===== src/rtl/synth_pkg.sv =====
// Shared types and helpers for the voice allocator.
//   alloc_state_t : allocator FSM state (IDLE accepts events, RETRIG holds a
//                   reused voice's gate low before re-raising it).
//   voice_class_t : per-voice classification used by the target picker.
//   rank_w()      : width of a voice rank / voice index for a given voice count.
package synth_pkg;

    typedef enum logic {
        IDLE,
        RETRIG
    } alloc_state_t;

    typedef enum logic [1:0] {
        IDLE_V,
        RELEASING_V,
        GATED_V
    } voice_class_t;

    // Ranks are 0..VOICES-1, so the same width also indexes a voice.
    function automatic int rank_w(input int voices);
        return (voices > 1) ? $clog2(voices) : 1;
    endfunction

endpackage


===== src/rtl/voice_select.sv =====
// Combinational note-on target picker.
// Ports:
//   gate_i, running_i : per-voice Gate / Running, used to classify voices
//   vnote_i           : note held by each voice
//   rank_i            : per-voice age rank (0 = newest)
//   note_i            : note number of the incoming note-on
//   target_o          : chosen voice index
//   retrig_o          : target already holds this note (same-note reuse)
//   steal_o           : target is a non-idle voice holding a different note
module voice_select
    import synth_pkg::*;
#(
    parameter int VOICES     = 4,
    parameter int NOTE_WIDTH = 7,
    parameter int RW         = 2
) (
    input  logic [VOICES-1:0]                 gate_i,
    input  logic [VOICES-1:0]                 running_i,
    input  logic [VOICES-1:0][NOTE_WIDTH-1:0] vnote_i,
    input  logic [VOICES-1:0][RW-1:0]         rank_i,
    input  logic [NOTE_WIDTH-1:0]             note_i,
    output logic [RW-1:0]                     target_o,
    output logic                              retrig_o,
    output logic                              steal_o
);

    voice_class_t cls [VOICES];

    always_comb begin
        for (int v = 0; v < VOICES; v++) begin
            if (gate_i[v])         cls[v] = GATED_V;
            else if (running_i[v]) cls[v] = RELEASING_V;
            else                   cls[v] = IDLE_V;
        end
    end

    logic          found_m, found_i, found_r, found_g;
    logic [RW-1:0] idx_m, idx_i, idx_r, idx_g;
    logic [RW-1:0] rank_r, rank_g;

    // One pass finds all four candidates; ascending scan with "first found"
    // guards gives lowest index, rank compare gives the oldest.
    always_comb begin
        found_m = 1'b0; found_i = 1'b0; found_r = 1'b0; found_g = 1'b0;
        idx_m   = '0;   idx_i   = '0;   idx_r   = '0;   idx_g   = '0;
        rank_r  = '0;   rank_g  = '0;
        for (int v = 0; v < VOICES; v++) begin
            if (!found_m && cls[v] != IDLE_V && vnote_i[v] == note_i) begin
                found_m = 1'b1;
                idx_m   = RW'(v);
            end
            if (!found_i && cls[v] == IDLE_V) begin
                found_i = 1'b1;
                idx_i   = RW'(v);
            end
            if (cls[v] == RELEASING_V && (!found_r || rank_i[v] > rank_r)) begin
                found_r = 1'b1;
                idx_r   = RW'(v);
                rank_r  = rank_i[v];
            end
            if (cls[v] == GATED_V && (!found_g || rank_i[v] > rank_g)) begin
                found_g = 1'b1;
                idx_g   = RW'(v);
                rank_g  = rank_i[v];
            end
        end
    end

    // With no idle or releasing voice every voice is gated, so the last
    // branch always has a valid candidate.
    always_comb begin
        retrig_o = 1'b0;
        steal_o  = 1'b0;
        if (found_m) begin
            target_o = idx_m;
            retrig_o = 1'b1;
        end else if (found_i) begin
            target_o = idx_i;
        end else if (found_r) begin
            target_o = idx_r;
            steal_o  = 1'b1;
        end else begin
            target_o = idx_g;
            steal_o  = 1'b1;
        end
    end

endmodule


===== src/rtl/voice_allocator.sv =====
// Polyphonic note-event front end for a bank of envelope generators.
// Ports:
//   Clock, Reset        : rising-edge clock, async active-low reset
//   NoteValid/NoteOn/Note : note event in, accepted when NoteValid && NoteReady
//   NoteReady           : low while a reused gated voice is held low
//   Running             : per-voice Running from the envelope generators
//   Gate                : per-voice gate to the envelope generators
//   VoiceNote           : note held by voice v at [v*NOTE_WIDTH +: NOTE_WIDTH]
//   Stolen              : one-cycle pulse when a note-on takes a busy voice
module voice_allocator
    import synth_pkg::*;
#(
    parameter int VOICES        = 4,
    parameter int NOTE_WIDTH    = 7,
    parameter int RETRIG_CYCLES = 1
) (
    input  logic                         Clock,
    input  logic                         Reset,
    input  logic                         NoteValid,
    input  logic                         NoteOn,
    input  logic [NOTE_WIDTH-1:0]        Note,
    output logic                         NoteReady,
    input  logic [VOICES-1:0]            Running,
    output logic [VOICES-1:0]            Gate,
    output logic [VOICES*NOTE_WIDTH-1:0] VoiceNote,
    output logic                         Stolen
);

    localparam int RW = rank_w(VOICES);
    localparam int CW = (RETRIG_CYCLES > 1) ? $clog2(RETRIG_CYCLES) : 1;

    alloc_state_t                     state_q;
    logic [VOICES-1:0]                gate_q;
    logic [VOICES-1:0][NOTE_WIDTH-1:0] vnote_q;
    logic [VOICES-1:0][RW-1:0]        rank_q;
    logic                             stolen_q;
    logic                             ready_q;
    logic [CW-1:0]                    cnt_q;
    logic [RW-1:0]                    held_q;

    logic [RW-1:0] tgt;
    logic          tgt_retrig;
    logic          tgt_steal;

    voice_select #(
        .VOICES     (VOICES),
        .NOTE_WIDTH (NOTE_WIDTH),
        .RW         (RW)
    ) u_sel (
        .gate_i    (gate_q),
        .running_i (Running),
        .vnote_i   (vnote_q),
        .rank_i    (rank_q),
        .note_i    (Note),
        .target_o  (tgt),
        .retrig_o  (tgt_retrig),
        .steal_o   (tgt_steal)
    );

    always_ff @(posedge Clock or negedge Reset) begin
        if (!Reset) begin
            state_q  <= IDLE;
            gate_q   <= '0;
            vnote_q  <= '0;
            stolen_q <= 1'b0;
            ready_q  <= 1'b1;
            cnt_q    <= '0;
            held_q   <= '0;
            for (int v = 0; v < VOICES; v++) rank_q[v] <= RW'(v);
        end else begin
            stolen_q <= 1'b0;
            case (state_q)
                IDLE: begin
                    if (NoteValid && NoteOn) begin
                        vnote_q[tgt] <= Note;
                        stolen_q     <= tgt_steal;
                        // Move target to newest; everyone younger ages by one.
                        for (int v = 0; v < VOICES; v++)
                            if (rank_q[v] < rank_q[tgt]) rank_q[v] <= rank_q[v] + 1'b1;
                        rank_q[tgt] <= '0;
                        if (gate_q[tgt]) begin
                            // Reusing a gated voice: drop gate so the envelope
                            // sees a fresh rising edge after the hold.
                            gate_q[tgt] <= 1'b0;
                            state_q     <= RETRIG;
                            ready_q     <= 1'b0;
                            cnt_q       <= CW'(RETRIG_CYCLES - 1);
                            held_q      <= tgt;
                        end else begin
                            gate_q[tgt] <= 1'b1;
                        end
                    end else if (NoteValid) begin
                        for (int v = 0; v < VOICES; v++)
                            if (gate_q[v] && vnote_q[v] == Note) gate_q[v] <= 1'b0;
                    end
                end
                RETRIG: begin
                    if (cnt_q == '0) begin
                        gate_q[held_q] <= 1'b1;
                        state_q        <= IDLE;
                        ready_q        <= 1'b1;
                    end else begin
                        cnt_q <= cnt_q - 1'b1;
                    end
                end
                default: state_q <= IDLE;
            endcase
        end
    end

    assign NoteReady = ready_q;
    assign Gate      = gate_q;
    assign VoiceNote = vnote_q;
    assign Stolen    = stolen_q;

    // Same-note reuse is a plain retrigger; the flag is informational only.
    logic unused_retrig;
    assign unused_retrig = tgt_retrig;

endmodule


===== config.mk =====
export PLATFORM = sky130hd
export DESIGN_NAME = voice_allocator
export DESIGN_NICKNAME = d
export VERILOG_FILES = /design/src/rtl/synth_pkg.sv /design/src/rtl/voice_select.sv /design/src/rtl/voice_allocator.sv
export SDC_FILE = /design/constraint.sdc
export NUM_CORES = 1
export LEC_CHECK = 0
export BUFFER_PORTS_ARGS = -buffer_cell sky130_fd_sc_hd__buf_4
export CAP_MARGIN = 20
export CORE_ASPECT_RATIO = 1.1
export CORE_MARGIN = 5
export CORE_UTILIZATION = 55
export DETAILED_ROUTE_END_ITERATION = 12
export PLACE_DENSITY = 0.77
export SYNTH_ARGS = -nofsm -noshare
export SYNTH_HDL_FRONTEND = slang
export SYNTH_HIERARCHICAL = 1
export SYNTH_SLANG_ARGS = --single-unit

===== constraint.sdc =====
create_clock -name Clock -period 8.6 [get_ports Clock]
set_input_delay 0.43 -clock Clock [delete_from_list [all_inputs] [get_ports Clock]]
set_output_delay 0.43 -clock Clock [all_outputs]
set_load 0.01 [all_outputs]

==> impl_metrics.ini <==
[clocking]
hold_buffers = 0
numCtsBuffers = 5
cts_resized = 0
path_clk_slew_ns = 0.09
cts_setup_buffers = 0
root_buffer = clkbuf_8
cts_buffer_depth = 2
cts_htree_levels = 2
cts_tree = done
clock_sinks = 45
clock_latency_ns = 0.30

[worst_setup_path]
slowest_delay_ns = 0.58
cpMostUsedCell = ha_1
end_kind = flop
worst_ep_required_time_ns = 8.79
path_buf_inv = 2
cp_top_family = simple AND/OR/NAND/NOR gates
setup.worst_path.class = flop to flop
crit_slowest_cell = dfrtp_1
crit_fanout = 16
start_kind = flop
critPathArrivalTime_ns = 6.33

[timing]
drv_slew = 0
fin_skew_ns = 0.00625
tns_ns = 0
hold_viol = 0
relSlewSlack = 0.614
rsz0062_at_grt = no
worst_pin_slew_ns = 0.579
min_period_over_period = 0.713
setup_slack_ns = 2.47
min_period_ns = 6.13
fmax_mhz = 163
setup_viol = 0

[global_routing]
grt_antenna_before_repair = 0
grt_pass1_vias = 2733
grt_util_all_layers = 0.213
grt_max_degree = 46
grt_pass1_wl_mm = 13.5
overflow = 0

[power]
powerDensity_nw_per_um2 = 310
vdd_drop_max_mv = 0.178
leakage_uw = 0.00165

[synthesis]
synth_area_sq_um = 3370
netlist_instances = 323
yosys_warnings = 6
synth_fp_nets = 354
avgSynthCellArea_sq_um = 10.4

[routing]
ant_nets = 0
drc_errors = 0
wirelength_mm = 8.14
via_per_inst = 5.92
num_vias = 2658
drt_pass1_iterations = 4
wl_per_cell_um = 18.1
drt-initial-drc-count = 134

[place]
io_buffers = 48
gp_congestion = 0.955
detailed_place_hpwl_mm = 6.22
pre_cts_slack_ns = 2.53

[run]
cap_violations = 0

[cells_and_area]
layout_commonest_cell = buf_4
final_cell_mix = buf_4, dfrtp_1, mux2_2
drive_above_1_share = 0.304
antenna_cells = 0
regArea_sq_um = 1130
nNetsFinal = 399
multi_input_area_sq_um = 2130
fillers = 547
area_delta_synth_final_pct = 14.8

[floorplanning]
initial_core_util = 0.554
dieHeight_um = 92.1
rows = 30
die_x_um = 84.6
die_area_sq_um = 7790
pin_count = 49
coreArea_sq_um = 6080

[outcome]
status = finished clean

[min_path]
hold_path.class = input pin to asynchronous set/reset pin
report_power, final:
| part | internal (uW) | leakage, uW | switching, uW | total, uW |
|---|---|---|---|---|
| Clock | 56.2 | 0.0000439 | 74.0 | 130 |
| Sequential | 298 | 0.000544 | 142 | 440 |
| Combinational | 334 | 0.00106 | 293 | 627 |
flip-flops by register name (all words and copies together), names as in the netlist:
| register | flops |
|---|---|
| rank_q | 8 |
| held_q | 2 |
| Gate | 4 |
| Stolen | 1 |
| NoteReady | 1 |
| state_q | 1 |
| VoiceNote | 28 |
final timing paths:
| path | start | to | slack [ns] | cells past startpoint |
|---|---|---|---|---|
| setup / recovery | Gate[0]$_DFFE_PN0P_ | rank_q[1]$_DFFE_PN0P_ | 2.47 | 26 |
| hold / removal | Reset | rank_q[3]$_DFFE_PN0P_ | 0.12 | 1 |
| setup reg to reg | Gate[0]$_DFFE_PN0P_ | rank_q[1]$_DFFE_PN0P_ | 2.47 | 26 |
| hold reg to reg | NoteReady$_DFFE_PN1P_ | NoteReady$_DFFE_PN1P_ | 0.49 | 2 |
| max in group asynchronous | Reset | VoiceNote[15]$_DFFE_PN0P_ | 8.08 | 1 |
| min in group Clock | NoteReady$_DFFE_PN1P_ | NoteReady$_DFFE_PN1P_ | 0.49 | 2 |
stage by stage:
| step | hold WS (ns) | utilization | total power [uW] | instances | area (sq um) |
|---|---|---|---|---|---|
| global route | 0.151 | 0.635 | 1280 | 449 | 3860 |
| finish | 0.117 | 0.635 | 1200 | 449 | 3860 |
| CTS | 0.136 | 0.635 | 1200 | 449 | 3860 |
| global placement | 0.464 | 0.621 | 1050 | 441 | 3780 |
| floorplan | 0.134 | - | 834 | 323 | 3370 |
| detailed placement | 0.468 | 0.621 | 1070 | 441 | 3780 |
per-layer routing:
metal,track usage,share of wire,up-vias,wire [um]
met5,0,0,-,0
met4,0.0818,0.028,0,232
met3,0.0386,0.051,17,416
met2,0.370,0.50,85,4110
met1,0.259,0.42,1299,3380
li1,-,-,1257,-
layout make-up:
class	instances	share of cell area
timing repair buffer	49	0.0952
clock buffer	5	0.0178
tap	80	0.0259
multi-input combinational	254	0.551
clock inverter	3	0.00453
inverter	13	0.0126
sequential	45	0.293
Power figures use the tool's default switching activity.
